File: config.mk
export PLATFORM = sky130hd
export DESIGN_NAME = exe_muldiv_unit_flat
export DESIGN_NICKNAME = d
export VERILOG_FILES = /design/src/rtl/exe_muldiv_unit_if.sv /design/src/rtl/exe_muldiv_unit.sv /design/src/flat_wrapper.sv
export SDC_FILE = /design/constraint.sdc
export NUM_CORES = 2
export LEC_CHECK = 0
export ABC_AREA = 1
export BUFFER_PORTS_ARGS = -buffer_cell sky130_fd_sc_hd__buf_2
export CORE_MARGIN = 2
export CORE_UTILIZATION = 65
export CTS_CLUSTER_SIZE = 8
export DETAILED_ROUTE_END_ITERATION = 8
export GPL_ROUTABILITY_DRIVEN = 0
export PLACE_DENSITY = 0.94
export SLEW_MARGIN = 20
export SYNTH_ARGS = -nofsm -noshare
export SYNTH_HDL_FRONTEND = slang
export SYNTH_SLANG_ARGS = --single-unit
File: constraint.sdc
create_clock -name clk -period 8.9 [get_ports clk]
set_input_delay 0.445 -clock clk [delete_from_list [all_inputs] [get_ports clk]]
set_output_delay 0.445 -clock clk [all_outputs]
set_load 0.02 [all_outputs]
File: src/rtl/exe_muldiv_unit_if.sv
// Request/response bundle between the EXE stage and the multiply/divide unit.
// master: EXE side (drives request, cancel, resp_ready); slave: the unit.
// Ports: req_valid/req_ready/req_op/req_src1/req_src2, cancel, resp_valid/resp_ready/resp_hi/resp_lo/resp_dbz, busy.
interface exe_muldiv_unit_if #(
   parameter int XLEN = 32
);
   logic            req_valid;
   logic            req_ready;
   logic [1:0]      req_op;
   logic [XLEN-1:0] req_src1;
   logic [XLEN-1:0] req_src2;
   logic            cancel;
   logic            resp_valid;
   logic            resp_ready;
   logic [XLEN-1:0] resp_hi;
   logic [XLEN-1:0] resp_lo;
   logic            resp_dbz;
   logic            busy;

   modport master (
      output req_valid, req_op, req_src1, req_src2, cancel, resp_ready,
      input  req_ready, resp_valid, resp_hi, resp_lo, resp_dbz, busy
   );

   modport slave (
      input  req_valid, req_op, req_src1, req_src2, cancel, resp_ready,
      output req_ready, resp_valid, resp_hi, resp_lo, resp_dbz, busy
   );
endinterface

File: src/rtl/exe_muldiv_unit.sv
// Multi-cycle MULT/MULTU/DIV/DIVU engine for EXE; result {hi,lo} held until consumed, flushable by cancel.
// Latency: multiply MUL_LAT cycles accept->resp_valid; divide XLEN/DIV_BPC+2; divide-by-zero 3.
// Backpressure: result held while resp_ready=0; new request taken only in IDLE or in the consume cycle.
// Ports: clk, resetn (async active-low), bus (slave modport of exe_muldiv_unit_if: request handshake,
//        cancel, response handshake with hi/lo/dbz, busy).
module exe_muldiv_unit #(
   parameter int XLEN    = 32,
   parameter int MUL_LAT = 2,
   parameter int DIV_BPC = 1
) (
   input  logic              clk,
   input  logic              resetn,
   exe_muldiv_unit_if.slave  bus
);

   localparam int ITERS = XLEN / DIV_BPC;
   localparam int CW    = $clog2(ITERS + MUL_LAT + 1);
   localparam logic [CW-1:0] MUL_LAST  = CW'(MUL_LAT - 1);
   localparam logic [CW-1:0] ITER_LAST = CW'(ITERS - 1);

   typedef enum logic [2:0] {
      IDLE     = 3'd0,
      MUL      = 3'd1,
      DIV_PRE  = 3'd2,
      DIV_ITER = 3'd3,
      DIV_FIX  = 3'd4,
      DONE     = 3'd5
   } state_e;

   state_e          state_q, state_d;
   logic            sgn_q, sgn_d;        // 1 = signed op (MULT/DIV)
   logic [XLEN-1:0] a_q, a_d;
   logic [XLEN-1:0] b_q, b_d;
   logic [XLEN-1:0] rem_q, rem_d;
   logic [XLEN-1:0] quo_q, quo_d;       // dividend shifts out as quotient shifts in
   logic [XLEN-1:0] dvs_q, dvs_d;       // |divisor|
   logic            q_sign_q, q_sign_d;
   logic            r_sign_q, r_sign_d;
   logic            zero_q, zero_d;     // divisor was zero
   logic [CW-1:0]   cnt_q, cnt_d;
   logic [XLEN-1:0] hi_q, hi_d;
   logic [XLEN-1:0] lo_q, lo_d;
   logic            dbz_q, dbz_d;

   logic req_ready;
   logic accept;

   assign req_ready = (state_q == IDLE) | ((state_q == DONE) & bus.resp_ready);
   assign accept    = bus.req_valid & req_ready & ~bus.cancel;

   // Multiplier: sign-extending both operands to 2*XLEN and keeping the low 2*XLEN
   // bits of the product gives the exact signed or unsigned full product.
   // Outside MUL it looks at the live request so MUL_LAT=1 can finish in one cycle.
   logic            mul_use_req;
   logic            mul_sgn;
   logic [XLEN-1:0] mul_a, mul_b;
   logic [2*XLEN-1:0] mul_ax, mul_bx, mul_p;

   assign mul_use_req = (state_q != MUL);
   assign mul_sgn     = mul_use_req ? ~bus.req_op[0] : sgn_q;
   assign mul_a       = mul_use_req ? bus.req_src1 : a_q;
   assign mul_b       = mul_use_req ? bus.req_src2 : b_q;
   assign mul_ax      = {{XLEN{mul_sgn & mul_a[XLEN-1]}}, mul_a};
   assign mul_bx      = {{XLEN{mul_sgn & mul_b[XLEN-1]}}, mul_b};
   assign mul_p       = mul_ax * mul_bx;

   // Divider operand preparation (used in DIV_PRE).
   logic            s1, s2;
   logic [XLEN-1:0] abs_a, abs_b;

   assign s1    = sgn_q & a_q[XLEN-1];
   assign s2    = sgn_q & b_q[XLEN-1];
   assign abs_a = s1 ? -a_q : a_q;
   assign abs_b = s2 ? -b_q : b_q;

   // Restoring shift-subtract, DIV_BPC quotient bits per cycle. DIV_PRE already
   // retires the first group straight from the absolute values, so DIV_ITER only
   // needs ITERS-1 cycles and accept->result stays ITERS+2.
   logic            step_pre;
   logic [XLEN-1:0] step_rin, step_qin, step_dvs;
   logic [XLEN-1:0] step_r, step_q;
   logic [XLEN:0]   trial;

   assign step_pre = (state_q == DIV_PRE);
   assign step_rin = step_pre ? '0    : rem_q;
   assign step_qin = step_pre ? abs_a : quo_q;
   assign step_dvs = step_pre ? abs_b : dvs_q;

   always_comb begin
      step_r = step_rin;
      step_q = step_qin;
      trial  = '0;
      for (int i = 0; i < DIV_BPC; i++) begin
         trial  = {step_r, step_q[XLEN-1]};
         step_q = {step_q[XLEN-2:0], 1'b0};
         if (trial >= {1'b0, step_dvs}) begin
            trial     = trial - {1'b0, step_dvs};
            step_q[0] = 1'b1;
         end
         step_r = trial[XLEN-1:0];
      end
   end

   // Next-state and datapath updates.
   always_comb begin
      state_d  = state_q;
      sgn_d    = sgn_q;
      a_d      = a_q;
      b_d      = b_q;
      rem_d    = rem_q;
      quo_d    = quo_q;
      dvs_d    = dvs_q;
      q_sign_d = q_sign_q;
      r_sign_d = r_sign_q;
      zero_d   = zero_q;
      cnt_d    = cnt_q;
      hi_d     = hi_q;
      lo_d     = lo_q;
      dbz_d    = dbz_q;

      case (state_q)
         IDLE: begin
         end
         MUL: begin
            if (cnt_q == MUL_LAST) begin
               state_d = DONE;
               cnt_d   = '0;
               hi_d    = mul_p[2*XLEN-1:XLEN];
               lo_d    = mul_p[XLEN-1:0];
               dbz_d   = 1'b0;
            end else begin
               cnt_d = cnt_q + 1'b1;
            end
         end
         DIV_PRE: begin
            q_sign_d = s1 ^ s2;
            r_sign_d = s1;
            dvs_d    = abs_b;
            if (b_q == '0) begin
               zero_d  = 1'b1;
               cnt_d   = '0;
               state_d = DIV_FIX;
            end else begin
               zero_d  = 1'b0;
               rem_d   = step_r;
               quo_d   = step_q;
               cnt_d   = CW'(1);
               state_d = (ITERS == 1) ? DIV_FIX : DIV_ITER;
            end
         end
         DIV_ITER: begin
            rem_d = step_r;
            quo_d = step_q;
            cnt_d = cnt_q + 1'b1;
            if (cnt_q == ITER_LAST) begin
               state_d = DIV_FIX;
            end
         end
         DIV_FIX: begin
            state_d = DONE;
            cnt_d   = '0;
            if (zero_q) begin
               // Divide by zero: dividend passes through untouched.
               hi_d  = a_q;
               lo_d  = '1;
               dbz_d = 1'b1;
            end else begin
               hi_d  = r_sign_q ? -rem_q : rem_q;
               lo_d  = q_sign_q ? -quo_q : quo_q;
               dbz_d = 1'b0;
            end
         end
         DONE: begin
            if (bus.resp_ready) begin
               state_d = IDLE;
               dbz_d   = 1'b0;
            end
         end
         default: begin
            state_d = IDLE;
         end
      endcase

      // A new request overrides the DONE->IDLE step so consume+accept has no bubble.
      if (accept) begin
         sgn_d = ~bus.req_op[0];
         a_d   = bus.req_src1;
         b_d   = bus.req_src2;
         dbz_d = 1'b0;
         if (bus.req_op[1]) begin
            cnt_d   = '0;
            state_d = DIV_PRE;
         end else if (MUL_LAT == 1) begin
            cnt_d   = '0;
            hi_d    = mul_p[2*XLEN-1:XLEN];
            lo_d    = mul_p[XLEN-1:0];
            state_d = DONE;
         end else begin
            cnt_d   = CW'(1);
            state_d = MUL;
         end
      end

      // Flush wins over everything; hi/lo are left as they were.
      if (bus.cancel) begin
         state_d = IDLE;
         cnt_d   = '0;
         dbz_d   = 1'b0;
         zero_d  = 1'b0;
      end
   end

   always_ff @(posedge clk or negedge resetn) begin
      if (!resetn) begin
         state_q  <= IDLE;
         sgn_q    <= 1'b0;
         a_q      <= '0;
         b_q      <= '0;
         rem_q    <= '0;
         quo_q    <= '0;
         dvs_q    <= '0;
         q_sign_q <= 1'b0;
         r_sign_q <= 1'b0;
         zero_q   <= 1'b0;
         cnt_q    <= '0;
         hi_q     <= '0;
         lo_q     <= '0;
         dbz_q    <= 1'b0;
      end else begin
         state_q  <= state_d;
         sgn_q    <= sgn_d;
         a_q      <= a_d;
         b_q      <= b_d;
         rem_q    <= rem_d;
         quo_q    <= quo_d;
         dvs_q    <= dvs_d;
         q_sign_q <= q_sign_d;
         r_sign_q <= r_sign_d;
         zero_q   <= zero_d;
         cnt_q    <= cnt_d;
         hi_q     <= hi_d;
         lo_q     <= lo_d;
         dbz_q    <= dbz_d;
      end
   end

   assign bus.req_ready  = req_ready;
   assign bus.resp_valid = (state_q == DONE);
   assign bus.resp_hi    = hi_q;
   assign bus.resp_lo    = lo_q;
   assign bus.resp_dbz   = dbz_q;
   assign bus.busy       = (state_q != IDLE);

endmodule

File: src/flat_wrapper.sv
// flat-port wrapper written by rule: the top's interface ports become plain ports
module exe_muldiv_unit_flat 
#(
   parameter int XLEN    = 32,
   parameter int MUL_LAT = 2,
   parameter int DIV_BPC = 1
)
  (clk, resetn, bus_req_valid, bus_req_op, bus_req_src1, bus_req_src2, bus_cancel, bus_resp_ready, bus_req_ready, bus_resp_valid, bus_resp_hi, bus_resp_lo, bus_resp_dbz, bus_busy);
  exe_muldiv_unit_if #(.XLEN(XLEN)) bus_i ();
  input  logic clk;
  input  logic resetn;
  input wire logic [$bits(bus_i.req_valid)-1:0] bus_req_valid;
  input wire logic [$bits(bus_i.req_op)-1:0] bus_req_op;
  input wire logic [$bits(bus_i.req_src1)-1:0] bus_req_src1;
  input wire logic [$bits(bus_i.req_src2)-1:0] bus_req_src2;
  input wire logic [$bits(bus_i.cancel)-1:0] bus_cancel;
  input wire logic [$bits(bus_i.resp_ready)-1:0] bus_resp_ready;
  output wire logic [$bits(bus_i.req_ready)-1:0] bus_req_ready;
  output wire logic [$bits(bus_i.resp_valid)-1:0] bus_resp_valid;
  output wire logic [$bits(bus_i.resp_hi)-1:0] bus_resp_hi;
  output wire logic [$bits(bus_i.resp_lo)-1:0] bus_resp_lo;
  output wire logic [$bits(bus_i.resp_dbz)-1:0] bus_resp_dbz;
  output wire logic [$bits(bus_i.busy)-1:0] bus_busy;
  assign bus_i.req_valid = bus_req_valid;
  assign bus_i.req_op = bus_req_op;
  assign bus_i.req_src1 = bus_req_src1;
  assign bus_i.req_src2 = bus_req_src2;
  assign bus_i.cancel = bus_cancel;
  assign bus_i.resp_ready = bus_resp_ready;
  assign bus_req_ready = bus_i.req_ready;
  assign bus_resp_valid = bus_i.resp_valid;
  assign bus_resp_hi = bus_i.resp_hi;
  assign bus_resp_lo = bus_i.resp_lo;
  assign bus_resp_dbz = bus_i.resp_dbz;
  assign bus_busy = bus_i.busy;
  exe_muldiv_unit #(.XLEN(XLEN), .MUL_LAT(MUL_LAT), .DIV_BPC(DIV_BPC)) u_core (.clk(clk), .resetn(resetn), .bus(bus_i));
endmodule
==> results.ini, run 1 <==
[global_routing]
track_usage_pct = 55.8
gr-total-overflow = 2
grt_start_max_net_pins = 131

[synth]
synth_top_area_share_pct = 40.9
synth_compound_area_share_pct = 7.49
ys_seq_area_share_pct = 10.8
synth-simple-area-share_pct = 20.7
ys.flop_type = dfrtp_1
yosysMostFrequentCell = nand2_1
synth_edf_count = 0
ys_warn_count = 0
synth_common_cells = 1,620 x nand2_1, 1,566 x inv_1, 1,126 x fa_1
synth_area_um2 = 55200
synth.mux.area_fraction_pct = 0
synth_top_family_by_area = adder cells
ys_types = 53
async_reset_ff_share_pct = 100
yosys.area.top_type = fa_1
synthTopCellsByArea = fa_1 41%, nand2_1 11%, dfrtp_1 11%
synth-seq-cells = 238
syn-num-nets = 8606
synth_cells = 7159
avgSynthCellArea_um2 = 7.70
synth_adder_area_share_pct = 46.5
synth_xor_area_share_pct = 1.27

[clock_network]
clockBufferDepth = 3
cts_root_buf = clkbuf_16
h-tree-depth = 2
postCtsHoldBufs = 0
cts_buffers = 36
cts_sinks = 238

[placed_design]
port_buffers = 138
dpl.hpwl_mm = 167
dp.cells = 8299

[die]
chipHeight_um = 295
start_util_pct = 65.8
ios = 139
rows = 106
die_w_um = 295

[status]
stop_error = [ERROR GRT-0232] Routing congestion too high. Check the congestion heatmap in the GUI.
stop_stage = 5_1_grt
status = aborted with a tool error

[timing]
grt-worst-endpoint = u_core.bus.resp_hi[28]$_DFFE_PN0P_/D
worstEpCategory = sequential cell input

kinds of logic after synthesis:
| kind of cell | Yosys count |
|---|---|
| and+or+nand+nor | 2844 |
| buffers and inverters | 1881 |
| adders and majority gates | 1376 |
| AOI/OAI and AO/OA | 740 |
| DFF | 238 |
| xor gates and xnor gates | 80 |
metrics by stage:
stage	hold slack (ns)	util, %	TNS, ns	area (um^2)	worst slack [ns]
floorplan	0.149	-	0	55200	0.963
global placement	0.459	68.5	-0.0194	57400	-0.0194
detailed placement	0.465	68.5	-0.116	57400	-0.116
CTS	0.0431	69.6	0	58400	0.0261
timing repair:
item	in CTS
buffers inserted	0
resized for setup	1
hold endpoints to repair	0
endpoints found under the setup margin	1
layer usage:
metal | GRT overflow | global-route usage [%]
met5 | 0 | 19.0
met4 | 2 | 51.6
met3 | 0 | 42.9
met2 | 0 | 71.1
met1 | 0 | 56.1
==> run 2: changes to the inputs <==
--- a/config.mk
+++ b/config.mk
@@ -8,11 +8,10 @@
 export ABC_AREA = 1
 export BUFFER_PORTS_ARGS = -buffer_cell sky130_fd_sc_hd__buf_2
 export CORE_MARGIN = 2
-export CORE_UTILIZATION = 65
-export CTS_CLUSTER_SIZE = 8
+export CORE_UTILIZATION = 40
 export DETAILED_ROUTE_END_ITERATION = 8
 export GPL_ROUTABILITY_DRIVEN = 0
-export PLACE_DENSITY = 0.94
+export PLACE_DENSITY_LB_ADDON = 0.15
 export SLEW_MARGIN = 20
 export SYNTH_ARGS = -nofsm -noshare
 export SYNTH_HDL_FRONTEND = slang
==> run 2 against run 1 <==
Against the previous run: synthesized cell count unchanged; the flow now finishes, with violations (hold timing); area after synthesis unchanged.
==> results.ini, run 2 <==
[clock_network]
clockBufferDepth = 3  ; unchanged
cts_sinks = 238  ; unchanged
cts_buffers = 31  ; -14%
clk_pin_slew_worst_paths_ns = 0.06
clk_latency_ns = 0.58
h-tree-depth = 1  ; -1
postCtsHoldBufs = 0  ; unchanged
cts_root_buf = clkbuf_16
cts_tree = done

[finish]
layout_commonest_cell = nand2_1
drive_above_1_share_pct = 8.22
area_growth_pct = 9.82
final_cell_mix = 1,619 x nand2_1, 1,553 x inv_1, 1,125 x fa_1
nets = 8768
design_area_um2 = 60600

[routing]
vias_per_cell = 5.31
ant_nets = 0
vias = 48571
drtPass1Iterations = 6
drc = 0
wl_per_cell_um = 23.3
drt-total-wl_mm = 213
first_iter_violations = 4063

[setup_path]
path_class = reg2reg
crit_path_end_kind = flip-flop
critPathLaunchType = flip-flop
cp.required_ns = 9.39
worstPathArrival_ns = 9.18
worstPathMaxFanout = 29
crit_slowest_cell = fa_1
cp_common_cell = fa_1
slowest_delay_ns = 0.55

[status]
status = finished, violations left
failed_checks = hold timing

[timing]
hold_viol_final = 7
timing.hold.ws_ns = -0.0262
setup_viol = 0
clock.fmax_ghz = 0.115
worstMarginPinSlew_ns = 1.24
layout_min_cycle_time_ns = 8.69
slew_headroom_pct = 17.3
fin_skew_ns = 0.0217
finalMaxSlewViolations = 0
period_share_pct = 97.6
setup_ws_ns = 0.215

[synth]
yosysMostFrequentCell = nand2_1
synth_edf_count = 0  ; unchanged
ys_seq_area_share_pct = 10.8  ; unchanged
avgSynthCellArea_um2 = 7.70  ; unchanged
synth_common_cells = 1,620 x nand2_1, 1,566 x inv_1, 1,126 x fa_1
synth-seq-cells = 238  ; unchanged
async_reset_ff_share_pct = 100  ; unchanged
synthTopCellsByArea = fa_1 41%, nand2_1 11%, dfrtp_1 11%
ys_types = 53  ; unchanged
synth_top_area_share_pct = 40.9  ; unchanged
synth_area_um2 = 55200  ; unchanged
synth_cells = 7159  ; unchanged
ys.flop_type = dfrtp_1
syn-num-nets = 8606  ; unchanged
yosys.area.top_type = fa_1
ys_warn_count = 0  ; unchanged

[die]
coreArea_um2 = 137000
rows = 136  ; +28%
start_util_pct = 40.2  ; -26 points
die_w_um = 375  ; +27%
chipHeight_um = 375  ; +27%
ios = 139  ; unchanged
die_area_um2 = 141000

[global_routing]
gr-total-overflow = 0
grt_start_max_net_pins = 123
grt_pass1_wl_mm = 321
antenna_found_initial = 14
grt_pass1_vias = 49938
track_usage_pct = 30.5

[placed_design]
place_ws_ns = -0.0844  ; +0.0315 ns
placed_cell_area_um2 = 59000  ; +2.8%
port_buffers = 138  ; unchanged
dpl.hpwl_mm = 180  ; +8.1%

[flow_run]
cap_violations = 0

[hold_path]
hold_path.class = in2async

run 2: path summary, 6_finish.rpt:
| path | start | endpoint | slack [ns] | cells after the start |
|---|---|---|---|---|
| max | u_core.state_q[0] | u_core.bus.resp_hi[18] | 0.21 | 32 |
| min | resetn | u_core.dvs_q[24] | -0.03 | 1 |
| max reg2reg | u_core.state_q[0] | u_core.bus.resp_hi[18] | 0.21 | 32 |
| min reg2reg | u_core.dvs_q[9] | u_core.dvs_q[9] | 0.47 | 2 |
| max in group asynchronous | resetn | u_core.a_q[23] | 7.40 | 2 |
| min in group clk | bus_req_src2[20] | u_core.b_q[20] | 0.09 | 3 |
run 2: area by class of cell:
type | instances | area [um^2]
Inverter | 1606 | 6070
Sequential cell | 238 | 5960
Fill cell | 14116 | 76600
Tap cell | 1794 | 2240
Timing Repair Buffer | 404 | 3040
Clock buffer | 44 | 925
Clock inverter | 7 | 95.1
Multi-Input combinational cell | 5040 | 42200
Antenna cell | 6 | 15.0
run 2: per-stage QoR:
step,utilization [%],TNS [ns],std cells
floorplan,-,0,7159
global placement,43.0,-0.0117,9050
detailed placement,43.0,-0.0844,9050
CTS,43.8,0,9101
global route,44.2,-0.399,9133
finish,44.2,0,9139
run 2: cells by family (layout without fill, tap and decap cells):
| kind of cell | after synthesis | count (layout) | share of synthesized area [%] |
|---|---|---|---|
| xor+xnor | 80 | 80 | 1.27 |
| compound gates | 740 | 740 | 7.49 |
| fa+ha+maj | 1376 | 1376 | 46.5 |
| flops | 238 | 238 | 10.8 |
| buf+inv | 1881 | 2061 | 13.2 |
| other cells | 0 | 6 | 0 |
| simple gates | 2844 | 2844 | 20.7 |
run 2: worst max-delay path, delay by kind of cell (launching register included):
kind | cells | cell delay, ns
adders and majority gates | 9 | 4.51
DFF | 1 | 0.49
and+or+nand+nor | 10 | 1.75
buffers and inverters | 11 | 1.38
AOI/OAI and AO/OA | 2 | 0.40
run 2: timing repair:
action,4_1_cts,5_1_grt
endpoints found under the setup margin,1,38
buffers inserted,0,32
cloned,0,0
pin swaps,0,7
gates resized for setup,1,51
run 2: layer usage:
layer,global-route usage [%],up-vias,part of all wire [%]
li1,-,21650,-
met1,39.8,24546,40
met2,49.7,1956,46
met3,5.59,411,8.1
met4,13.2,8,5.4
met5,0,-,0.026
Power of run 2 is left out: the tool's default activity adds up to more than one toggle a clock period on the data nets, which glitch-free logic cannot reach.
